File: src/rtl/sar_pkg.sv
// rtl/sar_pkg.sv - shared types, defaults and flag helper for the SAR search controller
package sar_pkg;

  localparam int SAR_WIDTH_DEFAULT = 4;

  typedef enum logic [1:0] {
    IDLE   = 2'd0,
    TRY    = 2'd1,
    VERIFY = 2'd2,
    DONE   = 2'd3
  } state_t;

  // Exactly one of the three comparator flags asserted.
  function automatic logic flags_onehot(input logic gt, input logic lt, input logic eq);
    return (gt ^ lt ^ eq) & ~(gt & lt & eq);
  endfunction

endpackage

File: src/rtl/sar_four_if.sv
// rtl/sar_four_if.sv - control and comparator signals of the SAR search controller
interface sar_four_if
  import sar_pkg::*;
#(
  parameter int WIDTH = SAR_WIDTH_DEFAULT
);

  logic             start;
  logic             greater_than;
  logic             less_than;
  logic             equal_to;
  logic [WIDTH-1:0] guess;
  logic             busy;
  logic             done;
  logic [WIDTH-1:0] result;
  logic             found;
  logic             err;

  modport master (
    input  start, greater_than, less_than, equal_to,
    output guess, busy, done, result, found, err
  );

  modport slave (
    output start, greater_than, less_than, equal_to,
    input  guess, busy, done, result, found, err
  );

endinterface

File: src/rtl/sar_step.sv
// rtl/sar_step.sv - next trial operand and bit index for one successive-approximation step
module sar_step #(
  parameter int WIDTH = 4,
  parameter int IDX_W = $clog2(WIDTH)
) (
  input  logic [WIDTH-1:0] guess_i,
  input  logic [IDX_W-1:0] idx_i,
  input  logic             gt_i,
  output logic [WIDTH-1:0] guess_o,
  output logic [IDX_W-1:0] idx_o,
  output logic             last_o
);

  always_comb begin
    guess_o = guess_i;
    last_o  = (idx_i == '0);
    idx_o   = idx_i;
    if (gt_i) begin
      guess_o[idx_i] = 1'b0;
    end
    if (!last_o) begin
      guess_o[idx_i - IDX_W'(1)] = 1'b1;
      idx_o                      = idx_i - IDX_W'(1);
    end
  end

endmodule

File: src/rtl/sar_four.sv
// rtl/sar_four.sv - MSB-first successive-approximation search against an external comparator
module sar_four
  import sar_pkg::*;
#(
  parameter int WIDTH = SAR_WIDTH_DEFAULT
) (
  input logic        clk,
  input logic        rst_n,
  sar_four_if.master bus
);

  localparam int             IDX_W    = $clog2(WIDTH);
  localparam logic [IDX_W-1:0] IDX_TOP  = IDX_W'(WIDTH - 1);
  localparam logic [WIDTH-1:0] MSB_ONLY = {1'b1, {(WIDTH-1){1'b0}}};

  state_t           state_q, state_d;
  logic [WIDTH-1:0] guess_q, guess_d;
  logic [IDX_W-1:0] idx_q, idx_d;
  logic [WIDTH-1:0] result_q, result_d;
  logic             found_q, found_d;
  logic             err_q, err_d;

  logic [WIDTH-1:0] step_guess;
  logic [IDX_W-1:0] step_idx;
  logic             step_last;
  logic             onehot;

  sar_step #(
    .WIDTH (WIDTH),
    .IDX_W (IDX_W)
  ) u_step (
    .guess_i (guess_q),
    .idx_i   (idx_q),
    .gt_i    (bus.greater_than),
    .guess_o (step_guess),
    .idx_o   (step_idx),
    .last_o  (step_last)
  );

  assign onehot = flags_onehot(bus.greater_than, bus.less_than, bus.equal_to);

  always_ff @(posedge clk) begin
    if (!rst_n) begin
      state_q  <= IDLE;
      guess_q  <= '0;
      idx_q    <= IDX_TOP;
      result_q <= '0;
      found_q  <= 1'b0;
      err_q    <= 1'b0;
    end else begin
      state_q  <= state_d;
      guess_q  <= guess_d;
      idx_q    <= idx_d;
      result_q <= result_d;
      found_q  <= found_d;
      err_q    <= err_d;
    end
  end

  always_comb begin
    state_d  = state_q;
    guess_d  = guess_q;
    idx_d    = idx_q;
    result_d = result_q;
    found_d  = found_q;
    err_d    = err_q;
    unique case (state_q)
      IDLE: begin
        guess_d = '0;
        if (bus.start) begin
          guess_d = MSB_ONLY;
          idx_d   = IDX_TOP;
          found_d = 1'b0;
          err_d   = 1'b0;
          state_d = TRY;
        end
      end
      TRY: begin
        if (!onehot) begin
          result_d = guess_q;
          err_d    = 1'b1;
          found_d  = 1'b0;
          state_d  = DONE;
        end else if (bus.equal_to) begin
          result_d = guess_q;
          found_d  = 1'b1;
          state_d  = DONE;
        end else begin
          guess_d = step_guess;
          idx_d   = step_idx;
          if (step_last) begin
            state_d = VERIFY;
          end
        end
      end
      VERIFY: begin
        if (!onehot) begin
          err_d = 1'b1;
        end else begin
          found_d = bus.equal_to;
        end
        result_d = guess_q;
        state_d  = DONE;
      end
      DONE: begin
        // Return the comparator operand to zero so IDLE always presents 0.
        guess_d = '0;
        state_d = IDLE;
      end
      default: state_d = IDLE;
    endcase
  end

  assign bus.guess  = guess_q;
  assign bus.busy   = (state_q == TRY) || (state_q == VERIFY);
  assign bus.done   = (state_q == DONE);
  assign bus.result = result_q;
  assign bus.found  = found_q;
  assign bus.err    = err_q;

endmodule
File: src/flat_wrapper.sv
// flat-port wrapper written by rule: the top's interface ports become plain ports
module sar_four_flat import sar_pkg::*;
#(
  parameter int WIDTH = SAR_WIDTH_DEFAULT
)
  (clk, rst_n, bus_start, bus_greater_than, bus_less_than, bus_equal_to, bus_guess, bus_busy, bus_done, bus_result, bus_found, bus_err);
  sar_four_if #(.WIDTH(WIDTH)) bus_i ();
  input logic clk;
  input logic rst_n;
  input wire logic [$bits(bus_i.start)-1:0] bus_start;
  input wire logic [$bits(bus_i.greater_than)-1:0] bus_greater_than;
  input wire logic [$bits(bus_i.less_than)-1:0] bus_less_than;
  input wire logic [$bits(bus_i.equal_to)-1:0] bus_equal_to;
  output wire logic [$bits(bus_i.guess)-1:0] bus_guess;
  output wire logic [$bits(bus_i.busy)-1:0] bus_busy;
  output wire logic [$bits(bus_i.done)-1:0] bus_done;
  output wire logic [$bits(bus_i.result)-1:0] bus_result;
  output wire logic [$bits(bus_i.found)-1:0] bus_found;
  output wire logic [$bits(bus_i.err)-1:0] bus_err;
  assign bus_i.start = bus_start;
  assign bus_i.greater_than = bus_greater_than;
  assign bus_i.less_than = bus_less_than;
  assign bus_i.equal_to = bus_equal_to;
  assign bus_guess = bus_i.guess;
  assign bus_busy = bus_i.busy;
  assign bus_done = bus_i.done;
  assign bus_result = bus_i.result;
  assign bus_found = bus_i.found;
  assign bus_err = bus_i.err;
  sar_four #(.WIDTH(WIDTH)) u_core (.clk(clk), .rst_n(rst_n), .bus(bus_i));
endmodule
File: config.mk
export PLATFORM = sky130hd
export DESIGN_NAME = sar_four_flat
export DESIGN_NICKNAME = d
export VERILOG_FILES = /design/src/rtl/sar_pkg.sv /design/src/rtl/sar_four_if.sv /design/src/rtl/sar_step.sv /design/src/rtl/sar_four.sv /design/src/flat_wrapper.sv
export SDC_FILE = /design/constraint.sdc
export NUM_CORES = 1
export LEC_CHECK = 0
export CAP_MARGIN = 20
export CORE_AREA = 2 2 48 50
export CTS_BUF_LIST = sky130_fd_sc_hd__clkbuf_2 sky130_fd_sc_hd__clkbuf_4 sky130_fd_sc_hd__clkbuf_8
export DETAILED_ROUTE_END_ITERATION = 10
export DIE_AREA = 0 0 50 52
export PLACE_DENSITY = 0.66
export SLEW_MARGIN = 20
export SYNTH_ARGS = -nofsm -noshare
export SYNTH_HDL_FRONTEND = slang
export SYNTH_HIERARCHICAL = 1
export SYNTH_SLANG_ARGS = --single-unit
File: constraint.sdc
create_clock -name clk -period 4.8 [get_ports clk]
set_clock_uncertainty 0.1 [all_clocks]
set_input_delay 0.48 -clock clk [delete_from_list [all_inputs] [get_ports clk]]
set_output_delay 0.48 -clock clk [all_outputs]
set_load 0.02 [all_outputs]
Word level (Yosys, flattened, before mapping) --
Index checks and enable logic that the tools add are counted. Widths: inputs -> output; s select.
Storage, ports and cells: register bits 14, bits of input ports 6, output and inout bits 12, word-level logic and storage cells 78
Operators by class: $add $sub $neg 1, order comparisons 4, eq/ne operators 11, mux-type cells 30, bitwise operators 9, reduce and logical (&&, ||, !) cells 17
Operators with widths (count):
- $mux 4 | 7
- $mux 2 | 8
- $pmux 4 s3 | 1
- $ne 2x2->1 const B | 4
- $pmux 2 s4 | 1
- $pmux 4 s2 | 1
- $mux 1 | 7
- $lt 2x3->1 const B | 2
- $reduce_and 3->1 | 2
- $reduce_bool 2->1 | 3
- $reduce_bool 3->1 | 2
- $reduce_and 5->1 | 1
- $and 4x4->4 | 1
- $demux 1 s2 | 2
- $eq 2x2->1 const B | 2
- $ge 2x1->1 const B | 2
- $logic_not 2->1 | 2
- $ne 2x1->1 const B | 2
- $ne 4x3->1 const B | 1
- $not 4->4 | 1
- $or 4x4->4 | 1
- $pmux 2 s2 | 1
- $reduce_and 2->1 | 2
- $reduce_and 4->1 | 1
- 11 further kinds | 15

Depth between registers and ports, before layout --
depth after elaboration 12, mapped depth 7, mapped depth without buffers 6

Hierarchy --
The synthesis kept the hierarchy.
By module, submodules not included:
- sar_four | times used 1, cells each 80, area an instance 799.5 µm², seq. area each 280.3 µm²
- sar_step | times used 1, cells each 13, area an instance 73.8 µm², seq. area each 0.0 µm²

Worst setup path before layout --
Ideal clock, no wire load.
kind in2reg, start point input port bus_greater_than, end point register u_core.guess_q[3] (netlist: u_core/bus.guess[3]), library setup time 0.122 ns, data arrival time 1.770 ns, required time 4.578 ns, setup slack 2.808 ns, stages 6, path buffers 0, cell sequence ha_1 > ha_1 > o21a_1 > or2_4 > a221oi_2 > nor3b_2
On the way: word-level cells in the longest chain between the ends 6, elaborated cells on any way between the ends 14, classes of those cells eq/ne: 1; mux: 5; bitwise: 7; reduce/logical: 1
Ends and longest elaborated chain:
- start: declaration | RTL line flat_wrapper.sv:11 | input wire logic [$bits(bus_i.greater_than)-1:0] bus_greater_than;
- $mux 4 / $and 1x1->1 (equally long branches) | RTL line sar_step.sv:18, sar_pkg.sv:15
- $or 4x4->4 (no line) / $and 1x1->1 (equally long branches)
- $mux 4 / $not 1->1 (equally long branches) | RTL line sar_step.sv:21, sar_pkg.sv:15
- $mux 4 / $and 1x1->1 (equally long branches) | RTL line sar_four.sv:84, sar_pkg.sv:15
- $mux 4 / $ne 2x1->1 (equally long branches)
- $pmux 4 s3 / $reduce_and 3->1 (equally long branches)
- end signal: assignment | RTL line sar_four.sv:52 | guess_q <= guess_d;
- end: declaration | RTL line sar_four.sv:17 | logic [WIDTH-1:0] guess_q, guess_d;
Several ways; a longest one is shown, not always the timed one. The select of a mux whose other input is x is not followed. A chain may end at the register's enable or synchronous reset.

Worst setup path in the final report --
start point register u_core.state_q[1], end point output port bus_busy
On the way: word-level cells in the longest chain between the ends 2, elaborated cells on any way between the ends 3, classes of those cells eq/ne: 2; reduce/logical: 1
Ends and longest elaborated chain:
- start: declaration | RTL line sar_four.sv:16 | state_t state_q, state_d;
- start signal: assignment | RTL line sar_four.sv:51 | state_q <= state_d;
- $eq 2x1->1 / $eq 2x2->1 (equally long branches) | RTL line sar_four.sv:115 | assign bus.busy = (state_q == TRY) || (state_q == VERIFY);
- $logic_or 1x1->1 (*) | RTL line sar_four.sv:115
- end: declaration | RTL line flat_wrapper.sv:15 | output wire logic [$bits(bus_i.busy)-1:0] bus_busy;
Mark *: on every way between the ends. The rest lies on a longest branch, timed or not.

==> summary.md <==
The run finished with clean final reports. The buffer cell driving the clock tree root is clkbuf_4. Entering global routing, the biggest net connects 16 pins.

The mapped netlist covers 873 um2. The number of H-tree levels was 1. The area growth from synthesis to layout is 25.9%.

Of all cell types, the one taking the most synthesized area is dfxtp_1. Of all nets on the critical path, the largest fanout is 7. The hold violation total from the final report is 0. The logs give 719 for the number of vias in the routed layout and 423 MHz for the upper clock frequency limit. The number of global-route vias before repair was 683. The analysis attributes to cell leakage a power of 0.000451 uW.

Synthesis produced a netlist whose cell count is 93. The die is 50 um wide. After the last flow step, the layout net total stands at 128. The number of synthesized flops with an enable pin works out to 0.

Most frequent cell after synthesis: dfxtp_1. Net switching is 41.4% of the power. The final layout contains routed wiring with a total length of 1810 um. Final hold analysis gives a worst-case slack of 0.364 ns.

The critical path launch point type was a register. In this run the tool buffered the top-level ports with 17 buffer cells. The first detailed-routing pass ran for 6 iterations. The worst hold path class was reg -> reg. The tools report the number of antenna diodes as 0. Counting distinct cell types in the post-synthesis netlist gives 32. In this run, flip-flops and latches consume 27.9% of the power. Wire length of the first global-routing pass: 3110 um. Cell internal power was estimated by the tool at 346 uW. The run gives 57.0% as the share of total power in combinational logic. After synthesis, the cell types taking the most area are dfxtp_1 (32%), ha_1 (13%), mux2i_1 (8.0%).

Setup violations remaining at the end of the flow were counted as 0. After detailed routing, the average wire length per cell comes to 13.0 um. The clock passes through at most 2 buffers. For the count of hold-fix buffers inserted at cts, the log shows 0. After clock tree synthesis, the clock-pin slew on the worst setup and hold paths is 0.10 ns. The fraction of final layout cells with drive strength greater than 1 was 9.82%; the slew at the pin closest to its max-slew limit was 0.464 ns. Dividing the synthesized area by the synthesized cell count gives 9.39 um2.

Setup repair after global routing left no endpoint under its margin. The share of async-settable or async-resettable flops after synthesis was 0%. The vertical die dimension is 52 um, and the initial antenna violation count is 0. The number of nets with antenna violations after routing is 0, and the DRC violation count after routing is 0. For the die footprint, the log shows 0.00260 mm2. In this run, the clock network consumes 15.2% of the power. The net count after synthesis came out at 108.

The worst setup path is captured at an output pin. IR analysis of the VDD net gives a maximum drop of 0.000328 V. Post-cts gate resize count: 0. Ranked by instance count, the synthesized netlist is headed by dfxtp_1 (14), nor2b_1 (11), ha_1 (9). Placer's final routability congestion estimate: 0.793. Setup total negative slack on the finished layout was measured at 0 ns. For the post-placement cell count, the log shows 136. For the worst setup path, the data required time is 4.22 ns. Clock latency on the worst-skew pair, taken at its later pin, is 0.28 ns.

Top cell type's share of synthesized area: 32.1%. The clock period could shrink to 2.36 ns. In this run, CTS created clock tree buffers numbering 3. Across the run, the number of max-cap violations was 0. The run gives 69.0% as the worst relative slew slack. TritonCTS built the clock tree. The power density relative to cell area came out at 536 mW/mm2. At the worst endpoint, the arrival time is 1.78 ns.

After synthesis the netlist holds a flip-flop and latch count of 14. The tools report the post-synthesis sequential area ratio as 32.1%. The core region is 0.00211 mm2. Main flop type after synthesis: dfxtp_1. The initialized floorplan defines 17 standard-cell rows. The clock drives 14 sinks. Dividing the detail-routed via count by the number of cells gives 5.14. The post-CTS repair timing setup buffer count is 0.

The tools report the number of max-slew violations in the final report as 0. The critical path is of the reg -> out type. The number of top-level pins came out at 18.

For this configuration, the core starts out at a cell density of 41.5%. The Yosys step of the flow raised 6 warnings. After the first detailed-routing iteration, the DRC count stood at 25.

The final cycle utilization of the critical path was 49.2%; the net switching power figure was 244 uW. For the remaining global-route overflow, the log shows 0. The wire-length estimate of the detail-placed layout is 1310 um. For this run, the total global-route usage over all layers was measured as 16.2%. After the flow finishes, the layout carries non-filler instances totaling 140.
## logic make-up (layout without fill, tap and decap cells)
| family | count (synthesis) | count (layout) | synth area share (%) |
|---|---|---|---|
| AOI/OAI and AO/OA | 21 | 21 | 17.5 |
| adders and majority gates | 9 | 9 | 12.9 |
| buffers and inverters | 10 | 29 | 5.16 |
| DFF | 14 | 14 | 32.1 |
| muxes | 8 | 8 | 10.6 |
| and+or+nand+nor | 31 | 31 | 21.8 |
## registers in the layout (all words and copies together), names as in the netlist
signal             flops
u_core/bus.guess       4
u_core/bus.result      4
u_core/bus.found       1
u_core/idx_q           2
u_core/bus.err         1
u_core/state_q         2
## cell usage in the layout (no fill, tap or decap), types with 2 or more instances in the layout
cell / instances
a21oi_1: 2
a22oi_1: 3
clkbuf_4: 3
clkdlybuf4s50_1: 17
dfxtp_1: 14
ha_1: 9
inv_1: 8
mux2i_1: 7
nand2_1: 8
nor2_1: 4
nor2b_1: 11
o21ai_1: 2
o21bai_1: 2
o22ai_1: 3
## power by group through the flow
stage / Sequential [uW] / Combinational, uW / Clock (uW)
floorplan: 176 / 243 / 0
global placement: 166 / 332 / 0
detailed placement: 167 / 334 / 0
CTS: 165 / 336 / 90.2
global route: 168 / 365 / 95.7
finish: 164 / 336 / 89.5
## worst paths after layout
| path | start | end | slack (ns) | depth (start not counted) |
|---|---|---|---|---|
| max | u_core/state_q[1] | bus_busy | 2.44 | 3 |
| min | u_core/bus.found | u_core/bus.found | 0.36 | 2 |
| max reg2reg | u_core/state_q[1] | u_core/bus.result[0] | 2.97 | 5 |
| min reg2reg | u_core/bus.found | u_core/bus.found | 0.36 | 2 |
## final cells by class
type                       instances  area [um2]
fill                             201        1010
multi-input combinational         69         548
sequential                        14         280
timing repair buffer              17         170
clock buffer                       4        36.3
tap                               28        35.0
inverter                           8        30.0
## routing by layer
layer,up-vias,GRT usage [%],part of all wire (%)
li1,361,-,-
met1,343,20.2,49
met2,13,25.9,47
met3,2,4.02,3.5
met4,0,8.33,0.77
met5,-,0,0
## per-stage QoR
stage	setup WS, ns	cell area, um2	total power [uW]	util [%]
after CTS	2.41	1100	591	52.2
after global placement	2.27	1060	497	50.5
after floorplan	2.81	873	419	-
after detailed placement	2.24	1060	501	50.5
after global routing	2.33	1100	629	52.2
final	2.44	1100	590	52.2
## critical path: stages (launching register included)
cell and delay [ns]:
dfxtp_1 0.46, inv_1 0.09, ha_1 0.33, clkdlybuf4s50_1 0.61
No activity file was read; power rests on OpenSTA's default activity.
